$ cat config.mk
export PLATFORM = sky130hd
export DESIGN_NAME = fir_accum_sequencer
export DESIGN_NICKNAME = d
export VERILOG_FILES = /design/src/rtl/fir_pkg.sv /design/src/rtl/fir_accum_sequencer.sv
export SDC_FILE = /design/constraint.sdc
export NUM_CORES = 1
export LEC_CHECK = 0
export CORE_ASPECT_RATIO = 0.9
export CORE_UTILIZATION = 30
export DETAILED_ROUTE_END_ITERATION = 6
export PLACE_DENSITY = 0.82
export SYNTH_ARGS = -nofsm -noshare
export SYNTH_HDL_FRONTEND = slang
export SYNTH_SLANG_ARGS = --single-unit
$ cat constraint.sdc
create_clock -name clk -period 2.65 [get_ports clk]
set_clock_uncertainty 0.15 [all_clocks]
set_input_delay 0.265 -clock clk [delete_from_list [all_inputs] [get_ports clk]]
set_output_delay 0.265 -clock clk [all_outputs]
set_load 0.05 [all_outputs]
$ cat src/rtl/fir_pkg.sv
// Shared FIR definitions: datapath widths, tap count and the accumulation
// sequencer state encoding.
package fir_pkg;

    localparam int FIR_DATA_W   = 32;
    localparam int FIR_NUM_TAPS = 16;

    typedef enum logic {
        ACCUM = 1'b0,
        DONE  = 1'b1
    } fir_state_e;

endpackage

$ cat src/rtl/fir_accum_sequencer.sv
// Sequences NUM_TAPS tap products through the shared adder into an accumulator
// and presents each finished sample, with a sticky signed-overflow flag.
module fir_accum_sequencer
    import fir_pkg::*;
#(
    parameter int  NUM_TAPS = FIR_NUM_TAPS,
    parameter int  DATA_W   = FIR_DATA_W,
    localparam int CNT_W    = $clog2(NUM_TAPS)
) (
    input  logic              clk,
    input  logic              rst,
    input  logic              clear,
    input  logic              in_valid,
    output logic              in_ready,
    input  logic [DATA_W-1:0] in_data,
    output logic [DATA_W-1:0] add_a,
    output logic [DATA_W-1:0] add_b,
    output logic              add_cin,
    input  logic [DATA_W-1:0] add_sum,
    output logic              out_valid,
    input  logic              out_ready,
    output logic [DATA_W-1:0] out_data,
    output logic              out_ovf,
    output logic [CNT_W-1:0]  tap_cnt,
    output logic              busy
);

    fir_state_e        state, state_nxt;
    logic [DATA_W-1:0] acc, acc_nxt;
    logic [CNT_W-1:0]  cnt, cnt_nxt;
    logic              ovf, ovf_nxt;
    logic              accept;
    logic              sovf;

    // Adder operands are always driven; they only matter on an ACCUM accept.
    assign add_a   = acc;
    assign add_b   = in_data;
    assign add_cin = 1'b0;
    assign tap_cnt = cnt;

    // Same-sign operands producing a sum of the other sign.
    assign sovf = (add_a[DATA_W-1] == add_b[DATA_W-1]) &
                  (add_sum[DATA_W-1] != add_a[DATA_W-1]);

    always_ff @(posedge clk) begin
        if (rst) begin
            state <= ACCUM;
            acc   <= '0;
            cnt   <= '0;
            ovf   <= 1'b0;
        end else begin
            state <= state_nxt;
            acc   <= acc_nxt;
            cnt   <= cnt_nxt;
            ovf   <= ovf_nxt;
        end
    end

    always_comb begin
        state_nxt = state;
        acc_nxt   = acc;
        cnt_nxt   = cnt;
        ovf_nxt   = ovf;
        in_ready  = 1'b0;
        out_valid = 1'b0;
        out_data  = '0;
        out_ovf   = 1'b0;
        accept    = 1'b0;

        case (state)
            ACCUM: begin
                in_ready = 1'b1;
                // A product offered alongside clear is dropped.
                accept   = in_valid & ~clear;
                if (accept) begin
                    acc_nxt = add_sum;
                    ovf_nxt = ovf | sovf;
                    if (cnt == CNT_W'(NUM_TAPS - 1)) begin
                        cnt_nxt   = '0;
                        state_nxt = DONE;
                    end else begin
                        cnt_nxt = cnt + CNT_W'(1);
                    end
                end
            end
            DONE: begin
                out_valid = 1'b1;
                out_data  = acc;
                out_ovf   = ovf;
                if (out_ready) begin
                    acc_nxt   = '0;
                    ovf_nxt   = 1'b0;
                    state_nxt = ACCUM;
                end
            end
            default: state_nxt = ACCUM;
        endcase

        if (clear) begin
            state_nxt = ACCUM;
            acc_nxt   = '0;
            cnt_nxt   = '0;
            ovf_nxt   = 1'b0;
        end

        busy = (cnt != '0) | out_valid;
    end

endmodule

# Word-level counts from Yosys, hierarchy flattened
# Index checks and enable logic that the tools add are counted.
# W data, S select, Z words.
[word_totals]
reg_bits = 38
in_bits = 69
out_inout_bits = 105
wordCells = 35
[op_classes]
add_sub_neg = 1
n_eq_ne = 5
muxes = 15
bitwise = 6
n_reduce_logical = 4
[op_table]
columns = ["cell", "count"]
rows = [
  ["$mux W32", 3],
  ["$pmux W32 S2", 1],
  ["$mux W1", 8],
  ["$add A4 B1 Y4 const B", 1],
  ["$eq A4 B4 Y1 const B", 1],
  ["$mux W4", 1],
  ["$ne A2 B2 Y1 const B", 2],
  ["$pmux W1 S2", 2],
  ["$reduce_and A2 Y1", 2],
  ["$reduce_bool A4 Y1", 1],
  ["$and A1 B1 Y1", 2],
  ["$not A1 Y1", 2],
  ["$or A1 B1 Y1", 2],
  ["$reduce_or A2 Y1", 1],
  ["$eq A1 B1 Y1", 1],
  ["$ne A1 B1 Y1", 1],
]

# Longest topological paths before layout
[logic_depth]
word_depth = 5
ltp_mapped = 6

# Worst setup path after synthesis
# OpenSTA, ideal clock, no wires.
[synth_path]
kind = "flip-flop to output port"
start = "register state"
end = "output out_ovf"
arrival_time_ps = 1777
path_slack_ps = 458
stages_incl_launch_ff = 4
path_buffers = 1
cell_sequence = "dfxtp_1 > buf_6 > inv_1 > nor2_1"
[synth_via]
elab_chain_cells = 1
[synth_lines]
columns = ["item", "line", "rtl"]
rows = [
  ["start, declared", "fir_accum_sequencer.sv:28", "fir_state_e state, state_nxt;"],
  ["start signal, assigned", "fir_accum_sequencer.sv:52", "state <= state_nxt;"],
  ["$mux W1", "fir_accum_sequencer.sv:70", "case (state)"],
  ["end, declared", "fir_accum_sequencer.sv:23", "output logic out_ovf,"],
]
# Every way passes these cells.

# Worst setup path in the final report
[layout_path]
start = "register state"
end = "output in_ready"
[layout_via]
elab_chain_cells = 1
[layout_lines]
columns = ["item", "line", "rtl"]
rows = [
  ["$mux W1", "fir_accum_sequencer.sv:70", ""],
  ["end, declared", "fir_accum_sequencer.sv:14", "output logic in_ready,"],
]
# Every way passes these cells.

==> results.txt <==
* Result of the run: completed
- Sequential cell fraction of total power: 47.1%
- Largest net degree at the start of global routing: 39
- Net count of the mapped netlist: 323
- Areal power density over the cells: 426 mW/mm2
- The clock reaches the later pin of the worst-skew pair after 280 ps.
- Total of hold buffers inserted after clock tree synthesis: 0
* Least setup slack across all paths after layout: 589 ps
- After synthesis, the netlist uses 27 different library cells.
- Across every metal layer, demand over resource in global routing totals 14.9%.
- In this run the static leakage power is 1.12 nW.
- CP startpoint kind: flip-flop
* Commonest cells in the netlist: sky130_fd_sc_hd__dfxtp_1 (38), sky130_fd_sc_hd__nand2_1 (37), sky130_fd_sc_hd__a21oi_1 (35), sky130_fd_sc_hd__nand3_1 (35), sky130_fd_sc_hd__buf_4 (33)
- For this run, the number of Yosys warnings is 0.
- Largest stage delay on the critical path: 820 ps
- Summed over all layers, the global routing overflow is 0.
- For the worst setup path, the data required time is 2240 ps.
- Most numerous cell in the Yosys netlist: sky130_fd_sc_hd__dfxtp_1
- For this run, the detailed router's first-pass iteration total came to 4.
* Port-buffer cells: 110
* Pins over their slew limit: 0
* CP endpoint kind: output port
- Comb power frac: 14.8%
- Cell area after technology mapping: 0.00195 mm2
* Gate Count Post-Synth: 252
- At the end of the flow, the number of nets in the layout was 398.
- Counting flops and latches in the post-synthesis netlist gives 38.
- Area inside the core boundary: 0.00618 mm2
- Vias/cell: 4.65
- First-pass GRT wire length: 7950 um
- The path class of the tightest hold or removal check is flip-flop to flip-flop.
* Clk network pwr share: 38.1%
- TritonCTS built the clock tree.
- Gates resized during post-CTS repair numbered 0.
- Dividing the detail-routed wire length by the instance count gives 12.5 um.
- After synthesis, flip-flops and latches occupy 39.1% of the total area.
- RSZ-0062 raised after global routing: false
* Flip-flop cell with the highest count after synthesis: sky130_fd_sc_hd__dfxtp_1
- The detail route stage leaves a number of antenna-violating nets equal to 0.
* Top fanout value on the critical path: 7
- Arrival time of the worst setup path: 1650 ps
* Die Span Y: 78.4 um
- Leading post-synthesis cells by cell area: sky130_fd_sc_hd__dfxtp_1 (39%), sky130_fd_sc_hd__buf_4 (13%), sky130_fd_sc_hd__and2_1 (10%), sky130_fd_sc_hd__a21oi_1 (9.0%), sky130_fd_sc_hd__nand3_1 (9.0%)
- The H-tree was split into 2 levels.
* Total negative slack for setup checks: 0 ps
- Crit Path Category: flip-flop to output port
* Internal power: 0.000946 W
- Buffers & Inverters on Critical Path: 2
- Area added between synthesis and finish: 51.2%
- VDD sags by at most 0.266 mV.
* Fill cell count: 592
- Net Sw Frac: 24.6%
- Number of global-route vias before repair: 1,741
* Worst Max-Slew Pin Slew: 697 ps
- Area share of the largest cell type after synthesis: 39.1%
- Post-Route WL: 5180 um
* Clock Pin Slew Worst Setup and Hold Paths: 80 ps
- Post-CTS Repair Setup Buffers: 0
- Maximum buffer depth of the clock tree: 2
- Summed over all instances, the cell type with the most area after synthesis is sky130_fd_sc_hd__dfxtp_1.
- Final period util: 77.8%
* Final weighted congestion in routability-driven placement: 0.734
* Highest Clock Rate: 485 MHz
- The worst register-to-register path has a setup slack of 960 ps.
- Critical-path cell with the highest stage delay: sky130_fd_sc_hd__clkdlybuf4s50_1
- On the critical path the largest part of the delay comes from buffers and inverters.
- The analysis attributes to net switching a power of 0.000308 W.
- 0 antenna diodes ended up in the layout.
* Layout cell share with drive strength beyond 1: 16.5%
* Number of rows created at floorplan: 27
- Final setup violation count: 0
- Clock Sink Count: 38
* Horizontal extent of the die: 86.9 um
- Detailed routing inserted a total of 1,928 vias.
- After the first detailed-routing iteration, the DRC count stood at 47.
* Post-placement setup slack: 620 ps
* Post-synth EDFFs: 0
* Max_slew headroom: 53.5%
* CTS root buf: sky130_fd_sc_hd__clkbuf_8
* Reported max-cap violation count: 0
- DRC errors left: 0
- The initial antenna violation count was 0.
* I/O pin cnt: 174
* Shortest period the worst path allows: 2060 ps
- Number of hold-slack violations in the final timing report: 0
- Num CTS Buffers: 5
* Syn avg cell area: 7.72 um2
- In the synthesized netlist the async set-or-reset flop fraction comes to 0%.
* Initial standard-cell utilization of the core: 31.5%
- Cells along the critical path: inv_1, clkdlybuf4s50_1
- Once detailed placement completed, the half-perimeter wirelength came to 3840 um.
- Floorplan die area: 0.00681 mm2
power groups by stage:
stage | Sequential [W] | Clock (W) | Combinational (W)
after floorplan | 0.000641 | 0 | 0.000182
final | 0.000591 | 0.000478 | 0.000185
after global placement | 0.000604 | 0 | 0.000185
after detailed placement | 0.000604 | 0 | 0.000186
after CTS | 0.000591 | 0.000494 | 0.000187
after global routing | 0.000592 | 0.000519 | 0.000199
stage by stage:
step                area [um2]  std cells  utilization, %  hold slack, ps  total power [W]
floorplan                 1950        252               -             231         0.000823
global placement          2830        407            45.8             315         0.000789
detailed placement        2830        407            45.8             319         0.000791
CTS                       2940        415            47.6             330          0.00127
global route              2940        415            47.6             352          0.00131
finish                    2940        415            47.6             329          0.00125
path summary, 6_finish.rpt:
kind,startpoint,endpoint,cells past startpoint
worst min-delay path,add_a[2],add_a[2],2
worst max register to register,state,tap_cnt[2],4
worst min register to register,add_a[2],add_a[2],2
worst max-delay path,state,in_ready,2
layer usage:
metal,GRT usage [%],wire length [um]
met4,4.00,35
met1,17.0,2120
met5,0,0
met2,27.0,2570
met3,4.31,458
layout make-up:
class | instances | area, um2 | area share [%]
multi-input cells | 158 | 838 | 28.5
clock inverters | 3 | 40.0 | 1.36
clock buffers | 5 | 68.8 | 2.34
well taps | 87 | 109 | 3.70
flip-flops and latches | 38 | 761 | 25.9
inverters | 5 | 18.8 | 0.638
repair buffers | 119 | 1110 | 37.6
layout by cell type, fill, tap and decap left out, drive strengths merged, types with 5 or more instances in the layout:
master / count
a21oi: 35
clkbuf: 5
buf: 44
dfxtp: 38
and2: 32
clkdlybuf4s50: 75
inv: 5
nand3: 35
nand2: 37
registers in the layout (all words and copies together) (netlist names):
register and count:
add_a 32, tap_cnt 4, ovf 1, state 1
worst register-to-register path, delay by kind of cell, from the launching register on:
kind	cells	cell delay, ps
flops	1	390
buf+inv	1	210
simple gates	2	740
compound gates	1	130
cell families (layout without fill, tap and decap cells):
group	after synthesis	count (layout)	share of synthesized area, %
compound gates	42	42	11.6
other cells	1	1	0.193
buf+inv	56	132	18.1
simple gates	113	113	29.7
flops	38	38	39.1
fa+ha+maj	2	2	1.29
No activity file was read; power rests on OpenSTA's default activity.
